==> config.mk <==
export PLATFORM = sky130hd
export DESIGN_NAME = uart_frame_parser
export DESIGN_NICKNAME = d
export VERILOG_FILES = /design/src/rtl/uart_frame_pkg.sv /design/src/rtl/uart_frame_buf.sv /design/src/rtl/uart_frame_parser.sv
export SDC_FILE = /design/constraint.sdc
export NUM_CORES = 1
export LEC_CHECK = 0
export ABC_AREA = 1
export ABC_CLOCK_PERIOD_IN_PS = 3600
export CORE_UTILIZATION = 60
export DETAILED_ROUTE_END_ITERATION = 8
export PLACE_DENSITY = 0.78
export SLEW_MARGIN = 15
export SYNTH_ARGS = -nofsm -noshare
export SYNTH_HDL_FRONTEND = slang
export SYNTH_HIERARCHICAL = 1
export SYNTH_SLANG_ARGS = --single-unit
==> constraint.sdc <==
create_clock -name clk -period 3.6 [get_ports clk]
set_clock_uncertainty 0.05 [all_clocks]
set_input_delay 1.08 -clock clk [delete_from_list [all_inputs] [get_ports clk]]
set_output_delay 1.08 -clock clk [all_outputs]
set_load 0.02 [all_outputs]
==> src/rtl/uart_frame_pkg.sv <==
// -----------------------------------------------------------------------------
// uart_frame_pkg
//   Shared definitions for the UART frame parser: the parser state encoding,
//   the frame sync byte and the err_code values reported with frame_err.
// -----------------------------------------------------------------------------
package uart_frame_pkg;

    // Frame hunt / receive / replay sequence.
    typedef enum logic [2:0] {
        HUNT,
        LEN,
        PAYLOAD,
        CHK,
        CHECK,
        EMIT
    } state_e;

    localparam logic [7:0] SYNC_BYTE = 8'hA5;

    // Reason codes reported on err_code alongside a frame_err pulse.
    localparam logic [1:0] ERR_OVERRUN = 2'd0;
    localparam logic [1:0] ERR_BAD_LEN = 2'd1;
    localparam logic [1:0] ERR_BAD_CHK = 2'd2;
    localparam logic [1:0] ERR_TIMEOUT = 2'd3;

endpackage : uart_frame_pkg

==> src/rtl/uart_frame_buf.sv <==
// -----------------------------------------------------------------------------
// uart_frame_buf
//   Payload buffer: DEPTH x 8 bits, one write port, one read port with a
//   registered (synchronous) read.
// Ports
//   clk        system clock
//   wr_en_i    write strobe
//   wr_addr_i  write index
//   wr_data_i  write byte
//   rd_addr_i  read index, data appears on rd_data_o the following cycle
//   rd_data_o  registered read byte
// -----------------------------------------------------------------------------
module uart_frame_buf #(
    parameter int DEPTH = 16,
    parameter int AW    = (DEPTH > 1) ? $clog2(DEPTH) : 1
) (
    input  logic          clk,
    input  logic          wr_en_i,
    input  logic [AW-1:0] wr_addr_i,
    input  logic [7:0]    wr_data_i,
    input  logic [AW-1:0] rd_addr_i,
    output logic [7:0]    rd_data_o
);

    logic [7:0] mem_q [DEPTH];
    logic [7:0] rd_data_q;

    // NOTE: the storage array has no reset; a reset here would turn the RAM
    // into flops. The parser never replays an index it has not written.
    always_ff @(posedge clk) begin
        if (wr_en_i) begin
            mem_q[wr_addr_i] <= wr_data_i;
        end
        rd_data_q <= mem_q[rd_addr_i];
    end

    assign rd_data_o = rd_data_q;

endmodule : uart_frame_buf

==> src/rtl/uart_frame_parser.sv <==
// -----------------------------------------------------------------------------
// uart_frame_parser
//   Consumes bytes from the UART receiver, hunts for frames of the form
//   SYNC(0xA5) LEN payload[LEN] CHK, buffers the payload, verifies length and
//   checksum (LEN + payload, mod 256) and replays a good payload as a
//   valid/ready byte stream. Bad frames are dropped with a frame_err pulse.
// Parameters
//   MAX_LEN       max payload bytes per frame (1..255), buffer depth
//   TIMEOUT_CLKS  max idle clocks between bytes inside a frame
// Ports
//   clk, rst            clock, synchronous active-high reset
//   byte_in/byte_valid  received byte and its 1-cycle strobe
//   out_data/out_valid  payload byte stream, held until out_ready
//   out_ready           sink accept
//   out_last            marks the final payload byte
//   frame_err/err_code  1-cycle discard pulse and its reason (code holds)
// Build option
//   UART_FRAME_STATS_EN adds good_cnt/bad_cnt saturating frame counters.
// -----------------------------------------------------------------------------
module uart_frame_parser
    import uart_frame_pkg::*;
#(
    parameter int MAX_LEN      = 16,
    parameter int TIMEOUT_CLKS = 17360
) (
    input  logic        clk,
    input  logic        rst,
    input  logic [7:0]  byte_in,
    input  logic        byte_valid,
    output logic [7:0]  out_data,
    output logic        out_valid,
    input  logic        out_ready,
    output logic        out_last,
    output logic        frame_err,
    output logic [1:0]  err_code
`ifdef UART_FRAME_STATS_EN
    ,
    output logic [15:0] good_cnt,
    output logic [15:0] bad_cnt
`endif
);

    localparam int LW = $clog2(MAX_LEN + 1);
    localparam int AW = (MAX_LEN > 1) ? $clog2(MAX_LEN) : 1;
    localparam int TW = $clog2(TIMEOUT_CLKS);

    localparam logic [7:0]    MAX_LEN_B    = 8'(MAX_LEN);
    localparam logic [TW-1:0] TIMEOUT_LAST = TW'(TIMEOUT_CLKS - 1);

    state_e        state_q, state_d;
    logic [LW-1:0] len_q,   len_d;
    logic [LW-1:0] idx_q,   idx_d;
    logic [7:0]    sum_q,   sum_d;
    logic [7:0]    chk_q,   chk_d;
    logic [TW-1:0] idle_q,  idle_d;
    logic          err_q,   err_d;
    logic [1:0]    code_q,  code_d;

    logic [LW-1:0] idx_inc;
    logic          in_frame;
    logic          timeout;
    logic          wr_en;
    logic [AW-1:0] rd_addr;
    logic [7:0]    rd_data;

    assign idx_inc  = idx_q + LW'(1);
    assign in_frame = (state_q == LEN) || (state_q == PAYLOAD) || (state_q == CHK);
    // A byte arriving on the expiry cycle takes precedence over the timeout.
    assign timeout  = in_frame && !byte_valid && (idle_q == TIMEOUT_LAST);

    uart_frame_buf #(
        .DEPTH (MAX_LEN),
        .AW    (AW)
    ) u_buf (
        .clk       (clk),
        .wr_en_i   (wr_en),
        .wr_addr_i (idx_q[AW-1:0]),
        .wr_data_i (byte_in),
        .rd_addr_i (rd_addr),
        .rd_data_o (rd_data)
    );

    // NOTE: every signal driven here gets a default first so no path leaves
    // it unassigned, which would otherwise infer a latch.
    always_comb begin
        state_d = state_q;
        len_d   = len_q;
        idx_d   = idx_q;
        sum_d   = sum_q;
        chk_d   = chk_q;
        err_d   = 1'b0;
        code_d  = code_q;
        wr_en   = 1'b0;
        rd_addr = idx_q[AW-1:0];
        idle_d  = (byte_valid || !in_frame) ? '0 : idle_q + TW'(1);

        unique case (state_q)
            HUNT: begin
                if (byte_valid && byte_in == SYNC_BYTE) begin
                    state_d = LEN;
                end
            end
            LEN: begin
                if (byte_valid) begin
                    if (byte_in == 8'd0 || byte_in > MAX_LEN_B) begin
                        err_d   = 1'b1;
                        code_d  = ERR_BAD_LEN;
                        state_d = HUNT;
                    end else begin
                        len_d   = byte_in[LW-1:0];
                        sum_d   = byte_in;  // checksum covers LEN itself
                        idx_d   = '0;
                        state_d = PAYLOAD;
                    end
                end
            end
            PAYLOAD: begin
                if (byte_valid) begin
                    wr_en = 1'b1;
                    sum_d = sum_q + byte_in;
                    idx_d = idx_inc;
                    if (idx_inc == len_q) begin
                        state_d = CHK;
                    end
                end
            end
            CHK: begin
                if (byte_valid) begin
                    chk_d   = byte_in;
                    state_d = CHECK;
                end
            end
            CHECK: begin
                // Prefetch index 0 so the first byte is ready on entry to EMIT.
                idx_d   = '0;
                rd_addr = '0;
                if (chk_q == sum_q) begin
                    state_d = EMIT;
                    if (byte_valid) begin
                        err_d  = 1'b1;
                        code_d = ERR_OVERRUN;
                    end
                end else begin
                    err_d   = 1'b1;
                    code_d  = ERR_BAD_CHK;
                    state_d = HUNT;
                end
            end
            EMIT: begin
                if (byte_valid) begin
                    err_d  = 1'b1;
                    code_d = ERR_OVERRUN;
                end
                // On a handshake fetch the next index so back-to-back
                // transfers see fresh data; otherwise hold the current one.
                if (out_ready) begin
                    rd_addr = idx_inc[AW-1:0];
                    if (idx_inc == len_q) begin
                        state_d = HUNT;
                    end else begin
                        idx_d = idx_inc;
                    end
                end
            end
            default: begin
                state_d = HUNT;
            end
        endcase

        if (timeout) begin
            err_d   = 1'b1;
            code_d  = ERR_TIMEOUT;
            state_d = HUNT;
            idle_d  = '0;
        end
    end

    // NOTE: sequential state uses non-blocking assignments so every register
    // samples the pre-edge value of every other register.
    always_ff @(posedge clk) begin
        if (rst) begin
            state_q <= HUNT;
            len_q   <= '0;
            idx_q   <= '0;
            sum_q   <= '0;
            chk_q   <= '0;
            idle_q  <= '0;
            err_q   <= 1'b0;
            code_q  <= ERR_OVERRUN;
        end else begin
            state_q <= state_d;
            len_q   <= len_d;
            idx_q   <= idx_d;
            sum_q   <= sum_d;
            chk_q   <= chk_d;
            idle_q  <= idle_d;
            err_q   <= err_d;
            code_q  <= code_d;
        end
    end

    assign out_valid = (state_q == EMIT);
    assign out_last  = out_valid && (idx_inc == len_q);
    // Gate the buffer output so stale RAM contents never reach the port.
    assign out_data  = out_valid ? rd_data : 8'h00;
    assign frame_err = err_q;
    assign err_code  = code_q;

`ifdef UART_FRAME_STATS_EN
    logic [15:0] good_q;
    logic [15:0] bad_q;
    logic        good_evt;

    assign good_evt = out_last && out_ready;

    always_ff @(posedge clk) begin
        if (rst) begin
            good_q <= '0;
            bad_q  <= '0;
        end else begin
            if (good_evt && good_q != 16'hFFFF) begin
                good_q <= good_q + 16'd1;
            end
            if (err_d && bad_q != 16'hFFFF) begin
                bad_q <= bad_q + 16'd1;
            end
        end
    end

    assign good_cnt = good_q;
    assign bad_cnt  = bad_q;
`endif

endmodule : uart_frame_parser

==> results.py <==
metrics = {
    "finish": {
        "diodes": 0,
        "final_cell_mix": "277 x nand2_1, 158 x inv_1, 136 x nand3_1",
        "mostFrequentLayoutCell": "nand2_1",
        "drive_gt1_frac": 0.07962,
        "nets": 1064,
        "fillers": 1108,
        "area_growth_syn_to_layout_pct": 12.73,
    },
    "routing": {
        "vias": 6725,
        "wl_per_cell_um": 16.25,
        "postRouteAntennaNets": 0,
        "drt_pre_antenna_iters": 7,
        "vias_per_cell": 5.445,
        "drt_iter0_drc": 553,
        "wirelength_um": 20070,
        "drcViolationCount": 0,
    },
    "sta": {
        "worst_pin_slew_ns": 0.6486,
        "slew_violations": 0,
        "rsz0062_at_grt": "no",
        "min_period_ns": 3.316,
        "hold_viol_final": 0,
        "fin_crit_sh": 0.9210,
        "fmax_mhz": 301.6,
        "fin_tns_setup_ns": 0,
        "finalSetupViolations": 0,
        "max-slew-margin-rel": 0.5670,
        "fin_ws_ns": 0.2843,
    },
    "pwr": {
        "power_density_nw_per_um2": 505.6,
        "p_sw_frac": 0.2759,
        "p_clk_frac": 0.347,
        "worst_ir_drop_vdd_uv": 293.9,
        "seqPwrFrac": 0.481,
        "netSwitchingPower_mw": 1.362,
        "pwr-share-comb": 0.172,
        "leakagePower_nw": 4.163,
        "intPower_mw": 3.573,
        "power.total_mw": 4.935,
    },
    "hold_path": {
        "hold_path.class": "flip-flop to flip-flop",
    },
    "place": {
        "io_buffers": 24,
        "place_ws_ns": 0.3023,
        "dp_hpwl_um": 13420,
        "gp_congestion": 0.9055,
    },
    "critical_path": {
        "crit_required_ns": 2.47,
        "cp.arrival_ns": 2.19,
        "cp_max_fo": 10,
        "crit_type": "flip-flop to output port",
        "critPathCaptureType": "output port",
        "crit_path_start_kind": "flip-flop",
    },
    "logic_synthesis": {
        "ys_seq_area_frac": 0.5710,
        "netlist_area_um2": 8660,
        "mappedNetlistNets": 1015,
        "synth_edf_count": 128,
        "avgSynthCellArea_um2": 8.721,
        "yosysWarnings": 6,
        "synthCells": 993,
        "synth_ff_type": "edfxtp_1",
        "ys_ff_latch": 183,
        "synthDistinctLibCells": 38,
        "async_reset_ff_frac": 0,
    },
    "floorplan": {
        "rows": 43,
        "die_h_um": 122.1,
        "fp.coreArea_um2": 13990,
        "initial_utilization": 0.6191,
        "dieArea_um2": 14920,
        "fp.dieW_um": 122.1,
        "num_io_pins": 25,
    },
    "clock_network": {
        "clock_latency_ns": 0.43,
        "cts_buffers": 17,
        "cts.sinks": 183,
        "htreeDepth": 4,
        "cts_buffer_depth": 2,
        "root_buffer": "clkbuf_16",
        "post_cts_buffers": 0,
        "cts_tree": "yes",
        "clk_pin_slew_ns": 0.06,
    },
    "grt": {
        "grt.total_usage": 0.2892,
        "grt_pass1_vias": 6376,
        "grt_max_degree": 49,
        "grt_pass1_wl_um": 31780,
        "grt_antenna_before_repair": 0,
        "grt_overflow": 0,
    },
    "status": {
        "run_status": "completed",
    },
    "run": {
        "max_cap_viol_count": 0,
    },
}
-- power by group through the flow --
| stage | registers (mW) | logic (mW) | clock network [mW] |
|---|---|---|---|
| 2_1_floorplan | 2.41 | 0.649 | 0 |
| 3_3_place_gp | 2.42 | 0.825 | 0 |
| 3_5_place_dp | 2.42 | 0.839 | 0 |
| 4_1_cts | 2.38 | 0.845 | 1.74 |
| 5_1_grt | 2.39 | 0.957 | 1.82 |
| 6_report | 2.38 | 0.849 | 1.71 |
-- per-stage QoR --
stage	area, µm²	hold slack, ns	instances	utilization
4_1_cts	9757	0.4037	1235	0.6975
3_3_place_gp	9218	0.3792	1203	0.6589
5_1_grt	9762	0.4359	1235	0.6979
2_1_floorplan	8660	0.3675	993	-
3_5_place_dp	9218	0.3884	1203	0.6589
6_report	9762	0.4019	1235	0.6979
-- cell families (layout without fill, tap and decap cells) --
group                      after synthesis  count (layout)  synth area share
buffers and inverters                  197             259           0.09767
adders and majority gates               10              10           0.01532
AOI/OAI and AO/OA                       69              69           0.04219
and+or+nand+nor                        519             519            0.2586
DFF                                    183             183            0.5710
xor gates and xnor gates                15              15           0.01517
-- registers in the layout, indices dropped and copies added, names as in the netlist --
register         cells
u_buf/mem_q        128
idle_q              15
chk_q                8
sum_q                8
u_buf/rd_data_o      8
idx_q                5
len_q                5
state_q              3
err_code             2
frame_err            1
-- Yosys cell counts, types with 2 or more instances --
master,instances,area (µm²)
nor3_1,9,45.04
a21oi_1,38,190.2
or2_2,3,18.77
nor2_1,68,255.2
a21o_1,2,15.01
buf_6,8,90.09
inv_2,6,22.52
buf_4,5,37.54
o22ai_1,3,18.77
a21boi_0,2,15.01
nor4_1,3,18.77
dfxtp_1,55,1101
edfxtp_1,128,3844
o21ai_0,18,90.09
o21ai_1,2,10.01
a31oi_1,3,18.77
buf_2,14,70.07
nand4_1,12,75.07
nand3_1,136,680.7
xor2_1,8,70.07
inv_1,158,593.1
ha_1,9,112.6
nand2_1,277,1040
nand3b_1,2,15.01
clkbuf_1,4,15.01
xnor2_1,7,61.31
nand2_4,2,22.52
-- per-layer routing --
| layer | global-route usage | wire length [µm] | vias up |
|---|---|---|---|
| met2 | 0.4820 | 9890 | 263 |
| met4 | 0.1585 | 742 | 0 |
| li1 | - | - | 3313 |
| met5 | 0 | 0 | - |
| met3 | 0.05618 | 1332 | 51 |
| met1 | 0.3535 | 8108 | 3098 |
-- cell type report --
class | count | area, µm² | share of cell area
sequential | 183 | 4950 | 0.5070
multi-input combinational | 613 | 2887 | 0.2957
inverter | 164 | 615.6 | 0.06306
timing repair buffer | 63 | 548.0 | 0.05614
clock buffer | 24 | 461.7 | 0.04730
tap | 180 | 225.2 | 0.02307
clock inverter | 8 | 75.07 | 0.007690
-- what timing repair did --
item | in CTS | in global routing
resized for setup | 2 | 2
hold buffers | 0 | 0
endpoints found under the setup margin | 1 | 1
-- critical path, stage by stage (launching register included) --
cell and delay (ns):
dfxtp_1 0.50, nand2_4 0.13, nor2_8 0.16, inv_2 0.13
nor2_1 0.19, clkdlybuf4s50_1 0.64
-- final timing paths --
check	startpoint	to	slack (ns)	depth (start not counted)
min reg2reg	idle_q[0]	idle_q[0]	0.40	1
max reg2reg	state_q[2]	u_buf/mem_q[14][5]	1.30	6
max	state_q[2]	out_data[3]	0.28	5
min	idle_q[0]	idle_q[0]	0.40	1
(Power assumes the default switching activity.)
